==> config.mk <==
export PLATFORM = sky130hd
export DESIGN_NAME = timer_ctrl
export DESIGN_NICKNAME = d
export VERILOG_FILES = /design/src/rtl/timer_pkg.sv /design/src/rtl/timer_prescaler.sv /design/src/rtl/timer_ctrl.sv
export SDC_FILE = /design/constraint.sdc
export NUM_CORES = 1
export LEC_CHECK = 0
export CAP_MARGIN = 10
export CORE_ASPECT_RATIO = 1.25
export CORE_MARGIN = 4
export CORE_UTILIZATION = 40
export CTS_CLUSTER_DIAMETER = 200
export DETAILED_ROUTE_END_ITERATION = 8
export PLACE_DENSITY = 0.82
export SLEW_MARGIN = 10
export SYNTH_ARGS = -nofsm -noshare
export SYNTH_HDL_FRONTEND = slang
export SYNTH_SLANG_ARGS = --single-unit
==> constraint.sdc <==
create_clock -name clk -period 2.3 [get_ports clk]
set_clock_uncertainty 0.15 [all_clocks]
set_input_delay 0.345 -clock clk [delete_from_list [all_inputs] [get_ports clk]]
set_output_delay 0.345 -clock clk [all_outputs]
set_load 0.02 [all_outputs]
==> src/rtl/timer_pkg.sv <==
// rtl/timer_pkg.sv - register map, field positions and prescaler helpers for timer_ctrl
package timer_pkg;

  localparam logic [7:0] ADDR_TDR  = 8'h00;
  localparam logic [7:0] ADDR_TCR  = 8'h01;
  localparam logic [7:0] ADDR_TSR  = 8'h02;
  localparam logic [7:0] ADDR_TCNT = 8'h03;

  localparam int TCR_LOAD    = 7;
  localparam int TCR_UD      = 5;
  localparam int TCR_EN      = 4;
  localparam int TCR_CKS_LSB = 0;
  localparam int TSR_OVF     = 0;
  localparam int TSR_UDF     = 1;

  // Bits of TCR that are stored and read back (UD, EN, CKS)
  localparam logic [7:0] TCR_RW_MASK = 8'h33;

  typedef enum logic [1:0] {
    CKS_DIV2  = 2'd0,
    CKS_DIV4  = 2'd1,
    CKS_DIV8  = 2'd2,
    CKS_DIV16 = 2'd3
  } cks_e;

  // On a free-running up counter, bit sel has just risen exactly when it is set
  // and every lower bit is clear; no history is needed, so changing sel cannot fake an edge.
  function automatic logic bit_rose(input logic [3:0] div, input logic [1:0] sel);
    logic rose;
    rose = 1'b0;
    case (sel)
      CKS_DIV2:  rose = div[0];
      CKS_DIV4:  rose = (div[1:0] == 2'b10);
      CKS_DIV8:  rose = (div[2:0] == 3'b100);
      CKS_DIV16: rose = (div[3:0] == 4'b1000);
      default:   rose = 1'b0;
    endcase
    return rose;
  endfunction

endpackage

==> src/rtl/timer_prescaler.sv <==
// rtl/timer_prescaler.sv - free-running 4-bit divider with registered rising-edge tick
module timer_prescaler (
  input  logic       clk,
  input  logic       rst_n,
  input  logic [1:0] cks,
  output logic       clk_ena
);
  import timer_pkg::*;

  logic [3:0] r_div;
  logic       r_clk_ena;
  logic       w_rise;

  assign w_rise = bit_rose(r_div, cks);

  always_ff @(posedge clk or negedge rst_n) begin
    if (!rst_n) begin
      r_div     <= 4'd0;
      r_clk_ena <= 1'b0;
    end else begin
      r_div     <= r_div + 4'd1;
      r_clk_ena <= w_rise;
    end
  end

  assign clk_ena = r_clk_ena;

endmodule

==> src/rtl/timer_ctrl.sv <==
// rtl/timer_ctrl.sv - register front-end and strobe generation for the 8-bit timer counter
module timer_ctrl #(
  parameter int ADDR_W = 8,
  parameter int DATA_W = 8
) (
  input  logic              clk,
  input  logic              rst_n,
  input  logic              psel,
  input  logic              penable,
  input  logic              pwrite,
  input  logic [ADDR_W-1:0] paddr,
  input  logic [DATA_W-1:0] pwdata,
  output logic [DATA_W-1:0] prdata,
  output logic              pready,
  output logic              clk_ena,
  output logic [DATA_W-1:0] start_counter,
  output logic              up_down,
  output logic              load,
  output logic              enable,
  output logic              clr_overflow,
  output logic              clr_underflow,
  input  logic              overflow,
  input  logic              underflow,
  input  logic [DATA_W-1:0] tcnt
);
  import timer_pkg::*;

  logic [DATA_W-1:0] r_tdr;
  logic [DATA_W-1:0] r_tcr;
  logic              r_load;
  logic              r_clr_ovf;
  logic              r_clr_udf;

  logic              w_wr;
  logic              w_hit_tdr;
  logic              w_hit_tcr;
  logic              w_hit_tsr;
  logic              w_hit_tcnt;
  logic [DATA_W-1:0] w_rdata;

  assign w_wr       = psel & penable & pwrite;
  assign w_hit_tdr  = (paddr == ADDR_W'(ADDR_TDR));
  assign w_hit_tcr  = (paddr == ADDR_W'(ADDR_TCR));
  assign w_hit_tsr  = (paddr == ADDR_W'(ADDR_TSR));
  assign w_hit_tcnt = (paddr == ADDR_W'(ADDR_TCNT));

  // Strobes default low every cycle so each accepted write yields a single-cycle pulse
  always_ff @(posedge clk or negedge rst_n) begin
    if (!rst_n) begin
      r_tdr     <= '0;
      r_tcr     <= '0;
      r_load    <= 1'b0;
      r_clr_ovf <= 1'b0;
      r_clr_udf <= 1'b0;
    end else begin
      r_load    <= 1'b0;
      r_clr_ovf <= 1'b0;
      r_clr_udf <= 1'b0;
      if (w_wr) begin
        if (w_hit_tdr) begin
          r_tdr <= pwdata;
        end
        if (w_hit_tcr) begin
          r_tcr  <= pwdata & DATA_W'(TCR_RW_MASK);
          r_load <= pwdata[TCR_LOAD];
        end
        if (w_hit_tsr) begin
          r_clr_ovf <= pwdata[TSR_OVF];
          r_clr_udf <= pwdata[TSR_UDF];
        end
      end
    end
  end

  always_comb begin
    w_rdata = '0;
    if (psel) begin
      if (w_hit_tdr)  w_rdata = r_tdr;
      if (w_hit_tcr)  w_rdata = r_tcr;
      if (w_hit_tsr)  w_rdata = {{(DATA_W-2){1'b0}}, underflow, overflow};
      if (w_hit_tcnt) w_rdata = tcnt;
    end
  end

  timer_prescaler u_prescaler (
    .clk     (clk),
    .rst_n   (rst_n),
    .cks     (r_tcr[TCR_CKS_LSB +: 2]),
    .clk_ena (clk_ena)
  );

  assign prdata        = w_rdata;
  assign pready        = 1'b1;
  assign start_counter = r_tdr;
  assign up_down       = r_tcr[TCR_UD];
  assign enable        = r_tcr[TCR_EN];
  assign load          = r_load;
  assign clr_overflow  = r_clr_ovf;
  assign clr_underflow = r_clr_udf;

endmodule

==> out/results.tsv <==
metric	value	unit
post-synthesis sequential area ratio	49.38	%
Worst setup SP type	input pin	
final setup vio count	0	
final non-filler cell total	183	
drt pass-1 iters	4	
commonest non-fill, non-tap cell in the layout	clkdlybuf4s50_1	
worst setup margin	66.53	ps
Fmax	447.7	MHz
vias	925	
cts bufs inserted	3	
Final Critical Period	2233	ps
P_int	0.5234	mW
DRC viols	0	
die span in y	64.28	um
Cell variety after synth	22	
Area growth syn-to-layout	64.94	%
CORE AREA	2427	um2
CTS H-tree depth	1	
max incr delay on CP	440	ps
Clock Latency Late Sink	290	ps
Critical Path RT	1800	ps
Power Total	0.6691	mW
RSZ-0062 raised after global routing	false	
final cycle utilization of the critical path	97.11	%
initial antenna violation count	0	
Hold Buf Count CTS	0	
CTS tree	yes	
nets	185	
WL per Instance	15.89	um
dpl cells	177	
crit-path cells	clkdlybuf4s50_1, nor4_4, nand3_4, a21oi_2, clkdlybuf4s15_2	
CP Depth	5	
commonest cells after routing, fill and taps aside	clkdlybuf4s50_1, dfrtp_1, mux2_2, buf_4, nand2_1	
CP endpoint kind	output port	
initial drt markers	13	
Post-Syn Nets	119	
Seq. cell area	500.5	um2
Syn Std Cell Area	1013	um2
sequential share of power	53.4	%
CP Class	input pin to output port	
largest net degree at the start of global routing	21	
Cell Rows	20	
slowest CP cell	clkdlybuf4s50_1	
Area after DPL	1633	um2
Setup TNS	0	ps
die area	3408	um2
min-delay worst type	input pin to asynchronous set/reset pin	
Worst-path clk slew	110	ps
Vias/cell	5.055	
R2R depth	4	
Antenna Cells	0	
R2R Path End	u_prescaler.clk_ena	
Synthesis Warnings	0	
Comb pwr share	17.3	%
worst setup path end	prdata[3]	
CTS sink cnt	20	
aggregate routed wire length	2908	um
I/O Pins	54	
Global Route Usage Sum	17.97	%
Port Buffers	52	
Antenna Violating Nets Remaining	0	
vias in the first global route	963	
Yosys reg bits	20	
layout cells sized above 1	30.67	%
Hold Vio Cnt, Final	0	
clock power share	29.3	%
crit-path max FO	8	
Initial Util	41.75	%
design area	1672	um2
Syn Area/Cell	11.92	um2
Root Driver	clkbuf_4	
pre-CTS WS	-467.2	ps
critical path launch point	paddr[6]	
Arr. time, crit path	1740	ps
first-pass GRT wire length	4485	um
critical path's top delay family	buffers and inverters	
Final Max Tran Viols	0	
gr ovfl total	0	
Die Width	53.02	um
gpl congestion	0.7954	
Buf/Inv on CP	2	
RR Startpoint	u_prescaler.r_div[0]	
filler cell count	194	
LEAKAGE	0.7763	nW
Power Density	400.3	nW/um2
worst vdd ir	0.3752	mV
Reg2Reg Setup Slack	690	ps
synthesized instance count	85	
NetSw	0.1457	mW
status	finished clean	
dpl hpwl	2393	um
sw frac	21.78	%
number of max-cap violations	0	
Multi-input gate area	506.7	um2
clock tree buffer depth	2	
[power by group through the flow]
| stage | Clock (mW) | Combinational (mW) | Sequential (mW) |
|---|---|---|---|
| after global routing | 0.216 | 0.123 | 0.358 |
| after CTS | 0.203 | 0.116 | 0.357 |
| after detailed placement | 0 | 0.115 | 0.364 |
| final | 0.196 | 0.115 | 0.357 |
| after global placement | 0 | 0.112 | 0.364 |
| after floorplan | 0 | 0.0289 | 0.367 |
[worst min-delay path by stage]
stage                                 endpoint  slack [ps]  depth (start not counted)
after global routing                  r_tcr[5]         240                          2
after global placement    u_prescaler.r_div[3]         310                          1
after floorplan                   clr_overflow        -100                          0
final                     u_prescaler.r_div[0]         230                          2
after CTS                             r_tcr[5]         230                          2
after detailed placement  u_prescaler.r_div[3]         330                          1
[worst register-to-register path: cells and delay by family, from the launching register on]
kind                       cells  cell delay [ps]
DFF                            1              420
adders and majority gates      1              220
muxes                          1              450
and+or+nand+nor                1              160
buffers and inverters          1               90
[layer usage]
layer / wire length [um] / share of wire (%) / GRT usage [%]
met1: 1008 / 35 / 17.79
met5: 0 / 0 / 0
met3: 194 / 6.7 / 4.895
met4: 98 / 3.4 / 7.668
met2: 1606 / 55 / 33.39
[cell families (layout without fill, tap and decap cells)]
group | after synthesis | count (layout) | synth area share (%)
other | 1 | 1 | 0.3700
adder cells (fa/ha/maj) | 3 | 3 | 3.704
buffers and inverters | 5 | 70 | 2.470
AND/OR/NAND/NOR | 31 | 31 | 16.67
XOR/XNOR | 2 | 2 | 1.729
multiplexers | 17 | 17 | 22.22
AO/OA/AOI/OAI | 6 | 6 | 3.456
flip-flops | 20 | 20 | 49.38
[Yosys cell counts]
master | instances | share of area [%]
and2_1 | 1 | 0.62
nor2b_1 | 3 | 1.9
conb_1 | 1 | 0.37
xor2_1 | 1 | 0.86
xnor2_1 | 1 | 0.86
inv_1 | 2 | 0.74
nand2_1 | 8 | 3.0
nor2_1 | 6 | 2.2
and3_1 | 1 | 0.62
a21oi_1 | 4 | 2.0
nand4_1 | 1 | 0.62
a22oi_1 | 2 | 1.5
mux4_2 | 3 | 6.7
nor4_4 | 1 | 2.1
ha_1 | 3 | 3.7
buf_4 | 1 | 0.74
nand4_2 | 1 | 1.2
buf_2 | 2 | 0.99
dfrtp_1 | 20 | 49
mux2_2 | 14 | 16
nand3_1 | 7 | 3.5
nor3_1 | 2 | 0.99
[layout make-up]
| cell class | count | area share [%] |
|---|---|---|
| clock buffers | 4 | 2.171 |
| repair buffers | 64 | 34.66 |
| flip-flops and latches | 20 | 29.94 |
| well taps | 33 | 2.470 |
| inverters | 2 | 0.4491 |
| multi-input cells | 60 | 30.31 |
[registers in the layout, indices dropped and copies added (netlist names)]
signal / count
clr_underflow: 1
load: 1
clr_overflow: 1
start_counter: 8
u_prescaler.r_div: 4
r_tcr: 4
u_prescaler.clk_ena: 1
[per-stage QoR]
stage	hold WS, ps	util, %
floorplan	-100.6	-
global placement	312.7	67.27
detailed placement	328.5	67.27
CTS	226.2	69.54
global route	240.5	68.87
finish	227.9	68.87
[what timing repair did]
item                                    in CTS  in global routing
buffers inserted                             0                  2
pin swaps                                    0                  2
gates resized for setup                     27                 12
endpoints found under the setup margin       8                  8
No activity file was read; power rests on OpenSTA's default activity.
